<file path="config.mk">
export PLATFORM = sky130hd
export DESIGN_NAME = pipeline_ctrl
export DESIGN_NICKNAME = d
export VERILOG_FILES = /design/src/rtl/pipeline_ctrl.sv
export SDC_FILE = /design/constraint.sdc
export NUM_CORES = 1
export LEC_CHECK = 0
export BUFFER_PORTS_ARGS = -buffer_cell sky130_fd_sc_hd__clkbuf_2
export CAP_MARGIN = 25
export CORE_ASPECT_RATIO = 0.7
export CORE_MARGIN = 2
export CORE_UTILIZATION = 40
export CTS_BUF_LIST = sky130_fd_sc_hd__clkbuf_4
export CTS_CLUSTER_SIZE = 28
export DETAILED_ROUTE_END_ITERATION = 12
export SLEW_MARGIN = 40
export SYNTH_ARGS = -nofsm -noshare
export SYNTH_HDL_FRONTEND = slang
export SYNTH_SLANG_ARGS = --single-unit
export TNS_END_PERCENT = 20
</file>
<file path="constraint.sdc">
create_clock -name clk -period 2.85 [get_ports clk]
set_clock_uncertainty 0.2 [all_clocks]
set_input_delay 0.57 -clock clk [delete_from_list [all_inputs] [get_ports clk]]
set_output_delay 0.57 -clock clk [all_outputs]
set_load 0.02 [all_outputs]
</file>
<file path="src/rtl/pipeline_ctrl.sv">
// rtl/pipeline_ctrl.sv - hazard, stall, flush and forwarding controller for the 5-stage pipeline
//
// Ports:
//   clk, reset            clock and synchronous active-high reset
//   rs1_d, rs2_d          decode-stage source registers
//   rs1_e, rs2_e, rd_e    execute-stage source/destination registers
//   load_e, pc_src_e      execute-stage load flag and taken redirect
//   rd_m, reg_write_m     memory-stage destination and write enable
//   mem_req_m, mem_ready  data-memory request and completion handshake
//   rd_w, reg_write_w     writeback-stage destination and write enable
//   en_f..en_w            pipeline register enables (PC, IF/ID, ID/EX, EX/MEM, MEM/WB)
//   flush_d, flush_e      IF/ID and ID/EX synchronous clears
//   forward_a_e/_b_e      EX operand selects (00 regfile, 01 W result, 10 M result)
//   mem_timeout           sticky data-memory timeout flag
//   stall_cycles          saturating count of cycles with en_f low
module pipeline_ctrl #(
    parameter int MAX_WAIT = 64,
    parameter int CNT_W    = 16
) (
    input  logic             clk,
    input  logic             reset,
    input  logic [4:0]       rs1_d,
    input  logic [4:0]       rs2_d,
    input  logic [4:0]       rs1_e,
    input  logic [4:0]       rs2_e,
    input  logic [4:0]       rd_e,
    input  logic             load_e,
    input  logic             pc_src_e,
    input  logic [4:0]       rd_m,
    input  logic             reg_write_m,
    input  logic             mem_req_m,
    input  logic             mem_ready,
    input  logic [4:0]       rd_w,
    input  logic             reg_write_w,
    output logic             en_f,
    output logic             en_d,
    output logic             en_e,
    output logic             en_m,
    output logic             en_w,
    output logic             flush_d,
    output logic             flush_e,
    output logic [1:0]       forward_a_e,
    output logic [1:0]       forward_b_e,
    output logic             mem_timeout,
    output logic [CNT_W-1:0] stall_cycles
);

    typedef enum logic [1:0] {
        RUN      = 2'd0,
        MEM_WAIT = 2'd1,
        ERROR    = 2'd2
    } state_t;

    localparam logic [15:0]      WAIT_LAST = 16'(MAX_WAIT - 1);
    localparam logic [CNT_W-1:0] CNT_MAX   = '1;

    state_t      state;
    state_t      state_next;
    logic [15:0] wait_cnt;
    logic [15:0] wait_cnt_next;
    logic        mem_timeout_next;
    logic        mem_stall;
    logic        lu_hazard;

    // M result is newer than W result, so it wins when both match.
    function automatic logic [1:0] fwd_sel(
        input logic [4:0] rs,
        input logic [4:0] m_rd,
        input logic       m_we,
        input logic [4:0] w_rd,
        input logic       w_we
    );
        if (m_we && (m_rd != 5'd0) && (m_rd == rs)) begin
            return 2'b10;
        end else if (w_we && (w_rd != 5'd0) && (w_rd == rs)) begin
            return 2'b01;
        end
        return 2'b00;
    endfunction

    always_comb begin
        mem_stall = mem_req_m & ~mem_ready;
        lu_hazard = load_e & (rd_e != 5'd0) & ((rd_e == rs1_d) | (rd_e == rs2_d));
    end

    // Enable/flush priority: reset, error, memory stall, redirect, load-use.
    // A redirect seen during a memory stall is not consumed here; the frozen
    // EX stage keeps presenting it until the stall releases.
    always_comb begin
        en_f        = 1'b1;
        en_d        = 1'b1;
        en_e        = 1'b1;
        en_m        = 1'b1;
        en_w        = 1'b1;
        flush_d     = 1'b0;
        flush_e     = 1'b0;
        forward_a_e = 2'b00;
        forward_b_e = 2'b00;
        if (reset) begin
            {en_f, en_d, en_e, en_m, en_w} = 5'b00000;
            flush_d = 1'b1;
            flush_e = 1'b1;
        end else begin
            forward_a_e = fwd_sel(rs1_e, rd_m, reg_write_m, rd_w, reg_write_w);
            forward_b_e = fwd_sel(rs2_e, rd_m, reg_write_m, rd_w, reg_write_w);
            if (state == ERROR || mem_stall) begin
                {en_f, en_d, en_e, en_m, en_w} = 5'b00000;
            end else if (pc_src_e) begin
                flush_d = 1'b1;
                flush_e = 1'b1;
            end else if (lu_hazard) begin
                en_f    = 1'b0;
                en_d    = 1'b0;
                flush_e = 1'b1;
            end
        end
    end

    // wait_cnt holds the number of wait cycles already seen before the
    // current one, so the MAX_WAIT-th wait cycle sees MAX_WAIT-1.
    always_comb begin
        state_next       = state;
        wait_cnt_next    = wait_cnt;
        mem_timeout_next = mem_timeout;
        case (state)
            RUN: begin
                if (mem_stall) begin
                    state_next    = MEM_WAIT;
                    wait_cnt_next = 16'd1;
                end
            end
            MEM_WAIT: begin
                if (!mem_stall) begin
                    state_next    = RUN;
                    wait_cnt_next = 16'd0;
                end else if (wait_cnt == WAIT_LAST) begin
                    state_next       = ERROR;
                    mem_timeout_next = 1'b1;
                end else begin
                    wait_cnt_next = wait_cnt + 16'd1;
                end
            end
            ERROR: begin
                mem_timeout_next = 1'b1;
            end
            default: begin
                state_next    = RUN;
                wait_cnt_next = 16'd0;
            end
        endcase
    end

    always_ff @(posedge clk) begin
        if (reset) begin
            state        <= RUN;
            wait_cnt     <= 16'd0;
            mem_timeout  <= 1'b0;
            stall_cycles <= '0;
        end else begin
            state       <= state_next;
            wait_cnt    <= wait_cnt_next;
            mem_timeout <= mem_timeout_next;
            if (!en_f && (stall_cycles != CNT_MAX)) begin
                stall_cycles <= stall_cycles + 1'b1;
            end
        end
    end

endmodule
</file>
==> impl_summary.log, run 1 <==
INFO  metric cts.repair_timing.setup_buffer_count = 0
INFO  metric die_h = 67.9 µm
INFO  metric layout-drive-gt1-share = 29.4%
INFO  metric cts_hold_repair.buffers = 0
INFO  metric cp_data_required_time = 2.08 ns
INFO  metric fin_crit = 2.74 ns
INFO  metric path_clk_slew = 0.11 ns
INFO  metric synthArstFlopShare = 0%
INFO  metric syn-instance-count = 275
INFO  metric initialDrtViolationCount = 83
INFO  metric grt_first_pass_wirelength = 8600 µm
INFO  metric startpoint = rd_m[1]
INFO  metric critical_path_arrival = 1.97 ns
INFO  metric cts_inserted_buffers = 5
INFO  metric clockRootBuffer = sky130_fd_sc_hd__clkbuf_4
INFO  metric area.growth.synth_to_final = 21.1%
INFO  metric pwr-share-comb = 17.3%
INFO  metric synthTopCellsByArea = sky130_fd_sc_hd__dfxtp_1 30%, sky130_fd_sc_hd__xnor2_1 13%, sky130_fd_sc_hd__nor2_1 4.5%, sky130_fd_sc_hd__or4_1 4.5%, sky130_fd_sc_hd__xor2_1 4.1%
INFO  metric globalRouteOverflowTotal = 0
INFO  metric first_global_vias = 1921
INFO  metric switchingPower = 274 µW
INFO  metric grt_max_degree = 32
INFO  metric slew_headroom = 76.2%
INFO  metric layout_worst_path_cycle_share = 96.3%
INFO  metric crit_fanout = 3
INFO  metric cts-root-to-sink-buffers = 2
INFO  metric routabilityCongestion = 0.744
INFO  metric ys_types = 47
INFO  metric num_vias = 2191
INFO  metric antenna_cells_inserted = 0
INFO  metric critical_path.reg2reg.startpoint = stall_cycles[8]$_SDFFE_PP0P_
INFO  metric rows = 23
INFO  metric hold_fails_final_rpt = 0
INFO  metric yosys.area.top_type = sky130_fd_sc_hd__dfxtp_1
INFO  metric postRouteAntennaNets = 0
INFO  metric holdCritStartpoint = mem_timeout$_SDFFE_PP0P_
INFO  metric vias_per_cell = 5.19
INFO  metric h-tree-depth = 2
INFO  metric fmax = 364 MHz
INFO  metric fin_total_pwr = 1030 µW
INFO  metric worstSetupEndpointType = output port
INFO  metric pwr-share-seq = 48.9%
INFO  metric synth_top_cell_area_share = 30.0%
INFO  metric internal_power = 756 µW
INFO  metric power-per-cell-area = 364 nW/µm²
INFO  metric list_of_most_frequent_post_synthesis_cells = 35 x sky130_fd_sc_hd__dfxtp_1, 34 x sky130_fd_sc_hd__xnor2_1, 28 x sky130_fd_sc_hd__nor2_1
INFO  metric synth_edf_count = 0
INFO  metric run_status = finished, final reports clean
INFO  metric drt-wirelength-per-cell = 12.4 µm
INFO  metric clock_latency = 0.33 ns
INFO  metric static-leakage-power = 0.00107 µW
INFO  metric slew_viol_final = 0
INFO  metric detail_route.drc_violations = 0
INFO  metric floorplan.die.width = 95.3 µm
INFO  metric initial_utilization = 41.2%
INFO  metric die-area = 6480 µm²
INFO  metric vdd.ir_drop.worst = 0.164 mV
INFO  metric setup-violations-final = 0
INFO  metric io_buffers = 70
INFO  metric setup_tns = 0 ns
INFO  metric clock_power_share = 33.8%
INFO  metric gr-usage-all-layers = 16.7%
INFO  metric yosysMostFrequentCell = sky130_fd_sc_hd__dfxtp_1
INFO  metric post_route_wl = 5220 µm
INFO  metric cts_repair_resize_count = 0
INFO  metric coreArea = 5670 µm²
INFO  metric hold_path.class = register to register
INFO  metric synth_area_per_cell = 8.49 µm²
INFO  metric yosys_warnings = 0
INFO  metric dominantRegCellSynth = sky130_fd_sc_hd__dfxtp_1
INFO  metric worst_slew_pin_slew = 0.353 ns
INFO  metric unrepaired_setup_endpoints_after_global_routing = no
INFO  metric max_cap_violations = 0
INFO  metric io-pin-count = 71
INFO  metric clock_tree_from_tritoncts = yes
INFO  metric mappedNetlistArea = 2340 µm²
INFO  metric path_class = primary input to output port
INFO  metric dp_hpwl = 4010 µm
INFO  metric numClockSinks = 35
INFO  metric critPathLaunchType = primary input
INFO  metric antenna_violations_before_repair = 0
INFO  metric drtPass1Iterations = 4
INFO  metric nets = 391
INFO  metric mappedNetlistNets = 320
INFO  metric synth-seq-area-share = 30.0%
INFO  metric number_of_storage_elements_in_the_synthesis_netlist = 35
INFO  metric p_sw_share = 26.6%
==> critical path, cell delays in order <==
cell and delay (ns):
sky130_fd_sc_hd__clkbuf_2 0.11, sky130_fd_sc_hd__or4_1 0.53, sky130_fd_sc_hd__o21ai_1 0.20, sky130_fd_sc_hd__nor3_1 0.08, sky130_fd_sc_hd__nor4_1 0.27, sky130_fd_sc_hd__clkbuf_2 0.21
==> flip-flops by register name, indices dropped and copies added (netlist names) <==
| signal | flops |
|---|---|
| stall_cycles | 16 |
| state | 2 |
| wait_cnt | 16 |
| mem_timeout | 1 |
==> worst paths after layout <==
kind	endpoint	slack, ns	depth (start not counted)
setup / recovery	forward_b_e[0]	0.11	6
hold / removal	mem_timeout$_SDFFE_PP0P_	0.26	2
setup reg to reg	stall_cycles[7]$_SDFFE_PP0P_	0.53	6
hold reg to reg	mem_timeout$_SDFFE_PP0P_	0.26	2
==> power by group through the flow <==
stage          registers (µW)  logic [µW]  clock network, µW
2_1_floorplan             515         110                  0
3_3_place_gp              514         179                  0
3_5_place_dp              514         179                  0
4_1_cts                   503         180                360
5_1_grt                   504         199                388
6_report                  503         178                348
==> per-stage QoR <==
stage / hold slack (ns) / area (µm²) / util [%] / setup slack, ns / cells
floorplan: 0.285 / 2340 / - / -0.0373 / 275
global placement: 0.243 / 2750 / 48.6 / 0.104 / 414
detailed placement: 0.248 / 2750 / 48.6 / 0.0823 / 414
CTS: 0.266 / 2830 / 49.9 / 0.0793 / 422
global route: 0.303 / 2830 / 49.9 / 0.00351 / 422
finish: 0.255 / 2830 / 49.9 / 0.105 / 422
==> cell usage in the layout, fill, tap and decap left out, types with 2 or more instances in the layout <==
cell type / count
sky130_fd_sc_hd__ha_1: 2
sky130_fd_sc_hd__a21oi_1: 14
sky130_fd_sc_hd__clkbuf_2: 70
sky130_fd_sc_hd__nand4_1: 5
sky130_fd_sc_hd__xor2_1: 11
sky130_fd_sc_hd__inv_1: 8
sky130_fd_sc_hd__nor4b_1: 5
sky130_fd_sc_hd__o31ai_1: 8
sky130_fd_sc_hd__buf_4: 8
sky130_fd_sc_hd__nor3b_1: 4
sky130_fd_sc_hd__or3_1: 2
sky130_fd_sc_hd__nor2b_1: 5
sky130_fd_sc_hd__and3_1: 3
sky130_fd_sc_hd__o21ai_1: 3
sky130_fd_sc_hd__xnor2_1: 34
sky130_fd_sc_hd__dfxtp_1: 35
sky130_fd_sc_hd__nor4_2: 6
sky130_fd_sc_hd__nor2_1: 28
sky130_fd_sc_hd__a21o_1: 2
sky130_fd_sc_hd__nand3_1: 13
sky130_fd_sc_hd__or4_1: 14
sky130_fd_sc_hd__and2b_1: 2
sky130_fd_sc_hd__nand2_1: 18
sky130_fd_sc_hd__mux2_4: 4
sky130_fd_sc_hd__nor3_1: 5
sky130_fd_sc_hd__clkbuf_4: 5
sky130_fd_sc_hd__nor4_1: 11
==> logic make-up (layout without fill, tap and decap cells) <==
family                     count (synthesis)  in the layout  share of synthesized area (%)
AOI/OAI and AO/OA                         38             38                           11.1
xor gates and xnor gates                  45             45                           16.9
adders and majority gates                  2              2                           1.07
buffers and inverters                     22             94                           5.30
DFF                                       35             35                           30.0
muxes                                      5              5                           3.05
and+or+nand+nor                          128            128                           32.6
==> per-layer routing <==
metal,wire (µm),global-route usage (%)
met5,0,0
met2,2120,24.6
met4,32,4.89
met3,330,3.85
met1,2730,24.2
==> final cells by class <==
type / instances / area (µm²)
Inverter: 8 / 30.0
Tap cell: 75 / 93.8
Fill cell: 555 / 2840
Clock buffer: 5 / 37.5
Timing Repair Buffer: 78 / 410
Multi-Input combinational cell: 218 / 1520
Sequential cell: 35 / 701
Clock inverter: 3 / 38.8
(Power assumes the default switching activity.)
==> run 2, diff against run 1 <==
--- a/config.mk
+++ b/config.mk
@@ -13,6 +13,8 @@
 export CTS_BUF_LIST = sky130_fd_sc_hd__clkbuf_4
 export CTS_CLUSTER_SIZE = 28
 export DETAILED_ROUTE_END_ITERATION = 12
+export GPL_ROUTABILITY_DRIVEN = 1
+export RECOVER_POWER = 100
 export SLEW_MARGIN = 40
 export SYNTH_ARGS = -nofsm -noshare
 export SYNTH_HDL_FRONTEND = slang
==> constraint.sdc (replaced) <==
create_clock -name clk -period 2.85 [get_ports clk]
set_clock_uncertainty 0.2 [all_clocks]
set_input_delay 0.57 -clock clk [delete_from_list [all_inputs] [get_ports clk]]
set_output_delay 0.57 -clock clk [all_outputs]
set_load 0.05 [all_outputs]
==> run 2 against run 1 <==
Effect of this change:
- register-to-register slack worse by 0.10 ns
- non-clock buffer count grew 5
- sequential power about the same
- global-route usage increased by 0.28 points
- final area shrank 0.84%
- combinational power grew 15%
==> impl_summary.log, run 2 (same netlist as run 1, synthesis figures left out) <==
INFO  metric nets = 396 (+1.3%)
INFO  metric postRouteAntennaNets = 0 (unchanged)
INFO  metric crit_family = simple AND/OR/NAND/NOR gates
INFO  metric fin_total_pwr = 981 µW (-4.7%)
INFO  metric crit_fanout = 3 (unchanged)
INFO  metric critical_path_arrival = 2.05 ns (+0.08 ns)
INFO  metric dp_cells = 419 (+1.2%)
INFO  metric post_route_wl = 5290 µm (+1.3%)
INFO  metric numClockSinks = 35 (unchanged)
INFO  metric fmax = 354 MHz (-2.8%)
INFO  metric setup_slack = 0.0270 ns (-0.0781 ns)
INFO  metric grt_first_pass_wirelength = 8810 µm (+2.4%)
INFO  metric path_class = primary input to output port
INFO  metric clockRootBuffer = sky130_fd_sc_hd__clkbuf_4
INFO  metric slew_headroom = 59.9% (-16 points)
INFO  metric die_h = 67.9 µm (unchanged)
INFO  metric clock_tree_from_tritoncts = yes
INFO  metric io-pin-count = 71 (unchanged)
INFO  metric first_global_vias = 2006 (+4.4%)
INFO  metric path_clk_slew = 0.10 ns (about the same)
INFO  metric antenna_violations_before_repair = 0 (unchanged)
INFO  metric cpMaxStageDelayCell = sky130_fd_sc_hd__or4_1
INFO  metric internal_power = 679 µW (-10%)
INFO  metric num_vias = 2185 (-0.27%)
INFO  metric drt-wirelength-per-cell = 12.4 µm (about the same)
INFO  metric critPathLaunchType = primary input
INFO  metric hold_fails_final_rpt = 0 (unchanged)
INFO  metric layout-drive-gt1-share = 23.0% (-6.4 points)
INFO  metric floorplan.die.width = 95.3 µm (unchanged)
INFO  metric h-tree-depth = 2 (unchanged)
INFO  metric routabilityCongestion = 0.768 (+3.2%)
INFO  metric clock_latency = 0.34 ns (about the same)
INFO  metric setup_tns = 0 ns (unchanged)
INFO  metric drtPass1Iterations = 4 (unchanged)
INFO  metric antenna_cells_inserted = 0 (unchanged)
INFO  metric io_buffers = 70 (unchanged)
INFO  metric crit_chain = clkbuf_2, or4_1, o21ai_2, nor3_1, nor4_2, clkbuf_8
INFO  metric max_cap_violations = 0 (unchanged)
INFO  metric die-area = 6480 µm² (unchanged)
INFO  metric worst_slew_pin_slew = 0.604 ns (+0.252 ns)
INFO  metric post-place-ws = -0.0526 ns (-0.135 ns)
INFO  metric worstSetupEndpointType = output port
INFO  metric cts_inserted_buffers = 5 (unchanged)
INFO  metric initial_utilization = 41.2% (unchanged)
INFO  metric clock_power_share = 27.9% (-5.9 points)
INFO  metric dp_hpwl = 4030 µm (+0.52%)
INFO  metric run_status = finished, final reports clean
INFO  metric most-common-layout-cells = 46 x sky130_fd_sc_hd__clkbuf_2, 34 x sky130_fd_sc_hd__xnor2_1, 34 x sky130_fd_sc_hd__dfxtp_1
INFO  metric slowest_delay = 0.55 ns (+0.02 ns)
INFO  metric p_sw_share = 30.8% (+4.2 points)
INFO  metric mostFrequentLayoutCell = sky130_fd_sc_hd__clkbuf_2
INFO  metric switchingPower = 303 µW (+10%)
INFO  metric initialDrtViolationCount = 86 (+3.6%)
INFO  metric fin_crit = 2.82 ns (+0.0781 ns)
INFO  metric vdd.ir_drop.worst = 0.139 mV (-15%)
INFO  metric filler_cell_count_in_the_final_layout = 577 (+4.0%)
INFO  metric cts-root-to-sink-buffers = 2 (unchanged)
INFO  metric layout_worst_path_cycle_share = 99.1% (+2.7 points)
INFO  metric pwr-share-seq = 51.2% (+2.3 points)
INFO  metric setup-violations-final = 0 (unchanged)
INFO  metric layout_top_registers = stall_cycles (16), wait_cnt (16), state (2)
INFO  metric static-leakage-power = 0.00101 µW (-6.0%)
INFO  metric gr-usage-all-layers = 17.0% (+0.28 points)
INFO  metric slew_viol_final = 0 (unchanged)
INFO  metric cp_data_required_time = 2.08 ns (about the same)
INFO  metric area.growth.synth_to_final = 20.1%
INFO  metric pwr-share-comb = 20.9% (+3.6 points)
INFO  metric grt_max_degree = 32 (unchanged)
INFO  metric cts_hold_repair.buffers = 0 (unchanged)
INFO  metric rows = 23 (unchanged)
INFO  metric coreArea = 5670 µm² (unchanged)
INFO  metric vias_per_cell = 5.12 (-1.4%)
INFO  metric critical_path.n_buffers_inverters = 2 (unchanged)
INFO  metric power-per-cell-area = 350 nW/µm² (-3.9%)
INFO  metric detail_route.drc_violations = 0 (unchanged)
INFO  metric final_cells = 427 (+1.2%)
INFO  metric hold_path.class = register to register
INFO  metric globalRouteOverflowTotal = 0 (unchanged)
## run 2: worst paths after layout
check	startpoint	end	slack [ns]	depth (start not counted)
setup / recovery	rd_m[1]	forward_a_e[0]	0.03	6
hold / removal	mem_timeout$_SDFFE_PP0P_	mem_timeout$_SDFFE_PP0P_	0.26	2
setup reg to reg	stall_cycles[8]$_SDFFE_PP0P_	stall_cycles[13]$_SDFFE_PP0P_	0.43	6
hold reg to reg	mem_timeout$_SDFFE_PP0P_	mem_timeout$_SDFFE_PP0P_	0.26	2
## run 2: cell type report
type                       count  area, µm²  area share, %
inverter                       8       30.0           1.07
multi-input combinational    218       1500           53.6
clock buffer                   6       45.0           1.61
sequential                    35        702           25.0
clock inverter                 2       7.51          0.268
timing repair buffer          83        424           15.1
tap                           75       93.8           3.35
## run 2: per-layer routing
metal / track usage, % / vias up / wire [µm]
met5: 0 / - / 0
met1: 23.6 / 973 / 2740
met2: 26.2 / 72 / 2200
met4: 5.07 / 0 / 32
li1: - / 1138 / -
met3: 4.19 / 2 / 307
## run 2: power groups by stage
stage | Sequential [µW] | Clock (µW) | Combinational (µW)
2_1_floorplan | 522 | 0 | 128
3_3_place_gp | 513 | 0 | 209
3_5_place_dp | 513 | 0 | 210
4_1_cts | 502 | 280 | 210
5_1_grt | 504 | 310 | 226
6_report | 503 | 273 | 205
## run 2: repair_timing
action / 4_1_cts / 5_1_grt
cloned: 0 / 0
pin swaps: 0 / 0
gates resized for setup: 3 / 7
endpoints found under the setup margin: 2 / 4
buffers inserted: 0 / 0
## run 2: worst min-delay path: cells and delay by family (launching register included)
family / cells / cell delay (ns)
compound gates: 1 / 0.05
buf+inv: 1 / 0.05
flops: 1 / 0.33
## run 2: metrics by stage
stage	util, %	instance area [µm²]	hold WS, ns
after detailed placement	49.3	2800	0.248
after global routing	49.5	2810	0.296
after CTS	50.5	2860	0.266
final	49.5	2810	0.264
after global placement	49.3	2800	0.243
after floorplan	-	2350	0.285
==> run 3, diff against run 2 <==
--- a/config.mk
+++ b/config.mk
@@ -14,6 +14,7 @@
 export CTS_CLUSTER_SIZE = 28
 export DETAILED_ROUTE_END_ITERATION = 12
 export GPL_ROUTABILITY_DRIVEN = 1
+export MAX_ROUTING_LAYER = met4
 export RECOVER_POWER = 100
 export SLEW_MARGIN = 40
 export SYNTH_ARGS = -nofsm -noshare
==> run 3 against run 2 <==
Effect of this change:
- routed wire length increased by 0.23%
- via count shrank 0.37%
- combinational power barely moved
- sequential share of layout area is the same
- die area unchanged
- first-iteration DRC count rose by 3.5%
- setup slack barely moved
- sequential power is essentially flat
- final area unchanged
- largest cell class unchanged
- global-route usage grew 0.50 points
- register-to-register slack barely moved
- fmax barely moved
==> impl_summary.log, run 3 (same netlist as run 1, synthesis figures left out) <==
INFO  metric internal_power = 679 µW (about the same)
INFO  metric setup_tns = 0 ns (unchanged)
INFO  metric critical_path_arrival = 2.05 ns (about the same)
INFO  metric globalRouteOverflowTotal = 0 (unchanged)
INFO  metric clock_power_share = 27.8% (about the same)
INFO  metric critPathLaunchType = primary input
INFO  metric multi_input_comb_area = 1500 µm² (unchanged)
INFO  metric layout_worst_path_cycle_share = 99.1% (about the same)
INFO  metric hold_fails_final_rpt = 0 (unchanged)
INFO  metric hold_path.class = register to register
INFO  metric first_global_vias = 2006 (unchanged)
INFO  metric worst_slew_pin_slew = 0.604 ns (-0.000214 ns)
INFO  metric floorplan.die.width = 95.3 µm (unchanged)
INFO  metric num_vias = 2177 (-0.37%)
INFO  metric grt_first_pass_wirelength = 8810 µm (unchanged)
INFO  metric antenna_violations_before_repair = 0 (unchanged)
INFO  metric initialDrtViolationCount = 89 (+3.5%)
INFO  metric postRouteAntennaNets = 0 (unchanged)
INFO  metric final-seq-area = 702 µm² (unchanged)
INFO  metric crit_fanout = 3 (unchanged)
INFO  metric power-per-cell-area = 350 nW/µm² (about the same)
INFO  metric pwr-share-seq = 51.2% (about the same)
INFO  metric reg2reg_setup_slack = 0.43 ns (about the same)
INFO  metric die-area = 6480 µm² (unchanged)
INFO  metric slew_viol_final = 0 (unchanged)
INFO  metric p_sw_share = 30.8% (about the same)
INFO  metric holdCritStartpoint = mem_timeout$_SDFFE_PP0P_
INFO  metric vias_per_cell = 5.10 (-0.37%)
INFO  metric drt-wirelength-per-cell = 12.4 µm (+0.23%)
INFO  metric hold-path-cell-count = 2 (unchanged)
INFO  metric dp_hpwl = 4030 µm (unchanged)
INFO  metric detail_route.drc_violations = 0 (unchanged)
INFO  metric die_h = 67.9 µm (unchanged)
INFO  metric final_design_area_no_fill = 2810 µm² (unchanged)
INFO  metric path_class = primary input to output port
INFO  metric mostFrequentLayoutCell = sky130_fd_sc_hd__clkbuf_2
INFO  metric cp_data_required_time = 2.08 ns (about the same)
INFO  metric antenna_cells_inserted = 0 (unchanged)
INFO  metric fin_crit = 2.82 ns (+0.0000855 ns)
INFO  metric clock_latency = 0.34 ns (about the same)
INFO  metric most-common-layout-cells = 46 x sky130_fd_sc_hd__clkbuf_2, 34 x sky130_fd_sc_hd__xnor2_1, 34 x sky130_fd_sc_hd__dfxtp_1
INFO  metric cts-root-to-sink-buffers = 2 (unchanged)
INFO  metric clock_tree_from_tritoncts = yes
INFO  metric filler_cell_count_in_the_final_layout = 577 (unchanged)
INFO  metric drtPass1Iterations = 4 (unchanged)
INFO  metric slew_headroom = 59.9% (about the same)
INFO  metric critical_path.reg2reg.startpoint = stall_cycles[8]$_SDFFE_PP0P_
INFO  metric io-pin-count = 71 (unchanged)
INFO  metric h-tree-depth = 2 (unchanged)
INFO  metric routabilityCongestion = 0.779 (+1.3%)
INFO  metric run_status = finished, final reports clean
INFO  metric whs_endpoint = mem_timeout$_SDFFE_PP0P_
INFO  metric grt_max_degree = 32 (unchanged)
INFO  metric post_route_wl = 5300 µm (+0.23%)
INFO  metric worst_hold_slack = 0.264 ns (-0.0000480 ns)
INFO  metric vdd.ir_drop.worst = 0.139 mV (-0.15%)
INFO  metric max_cap_violations = 0 (unchanged)
INFO  metric layout-drive-gt1-share = 23.0% (unchanged)
INFO  metric nets = 396 (unchanged)
INFO  metric area.growth.synth_to_final = 20.1% (unchanged)
INFO  metric cts_inserted_buffers = 5 (unchanged)
INFO  metric rr_endpoint = stall_cycles[13]$_SDFFE_PP0P_
INFO  metric worstSetupEndpointType = output port
INFO  metric fin_util = 49.5% (unchanged)
INFO  metric setup-violations-final = 0 (unchanged)
INFO  metric gr-usage-all-layers = 17.5% (+0.50 points)
INFO  metric switchingPower = 302 µW (about the same)
INFO  metric layout_top_registers = stall_cycles (16), wait_cnt (16), state (2)
INFO  metric cell_depth_of_the_worst_flop_to_flop_path = 6 (unchanged)
INFO  metric numClockSinks = 35 (unchanged)
INFO  metric pwr-share-comb = 20.9% (about the same)
INFO  metric io_buffers = 70 (unchanged)
INFO  metric coreArea = 5670 µm² (unchanged)
INFO  metric rows = 23 (unchanged)
INFO  metric fmax = 354 MHz (about the same)
INFO  metric initial_utilization = 41.2% (unchanged)
INFO  metric static-leakage-power = 0.00101 µW (unchanged)
INFO  metric cts_hold_repair.buffers = 0 (unchanged)
INFO  metric clockRootBuffer = sky130_fd_sc_hd__clkbuf_4
INFO  metric path_clk_slew = 0.10 ns (about the same)
INFO  metric dp_cells = 419 (unchanged)
INFO  metric final_cells = 427 (unchanged)
INFO  metric post_dp_cell_area = 2800 µm² (unchanged)
-- run 3: what timing repair did --
action	in CTS	in global routing
gates cloned	0	0
endpoints found under the setup margin	2	4
resized for setup	3	7
setup buffers	0	0
-- run 3: how the worst max path moves through the flow --
stage             from             end  slack (ns)
2_1_floorplan    reset  forward_a_e[1]       -0.43
3_3_place_gp   rd_m[1]  forward_a_e[0]        0.03
3_5_place_dp   rd_m[1]  forward_a_e[0]       -0.05
4_1_cts        rd_m[1]  forward_a_e[0]       0.003
5_1_grt        rd_m[1]  forward_a_e[0]       -0.01
6_report       rd_m[1]  forward_a_e[0]        0.03
-- run 3: power groups by stage --
stage	Clock (µW)	Combinational [µW]	Sequential [µW]
finish	273	205	503
global route	310	226	504
CTS	280	210	502
detailed placement	0	210	513
global placement	0	209	513
floorplan	0	128	522
-- run 3: layout make-up --
type	instances	share of cell area, %
inverter	8	1.07
clock inverter	2	0.268
multi-input combinational	218	53.6
tap	75	3.35
clock buffer	6	1.61
sequential	35	25.0
timing repair buffer	83	15.1
-- run 3: layer usage --
layer  vias up  global-route usage, %  wire length [µm]  part of all wire (%)
li1       1138                      -                 -                     -
met5         -                      -                 0                     0
met3         2                   3.52               256                   4.8
met4         0                   5.07                32                  0.60
met1       972                   24.0              2780                    52
met2        65                   26.2              2230                    42
-- run 3: worst max-delay path, cell delays in order --
cell and delay (ns):
sky130_fd_sc_hd__clkbuf_2 0.09, sky130_fd_sc_hd__or4_1 0.55, sky130_fd_sc_hd__o21ai_2 0.19, sky130_fd_sc_hd__nor3_1 0.09
sky130_fd_sc_hd__nor4_2 0.31, sky130_fd_sc_hd__clkbuf_8 0.24
-- run 3: stage by stage --
| step | setup WS (ns) | total power, µW |
|---|---|---|
| floorplan | -0.428 | 650 |
| global placement | 0.0261 | 722 |
| detailed placement | -0.0526 | 723 |
| CTS | 0.00320 | 993 |
| global route | -0.0149 | 1040 |
| finish | 0.0269 | 981 |
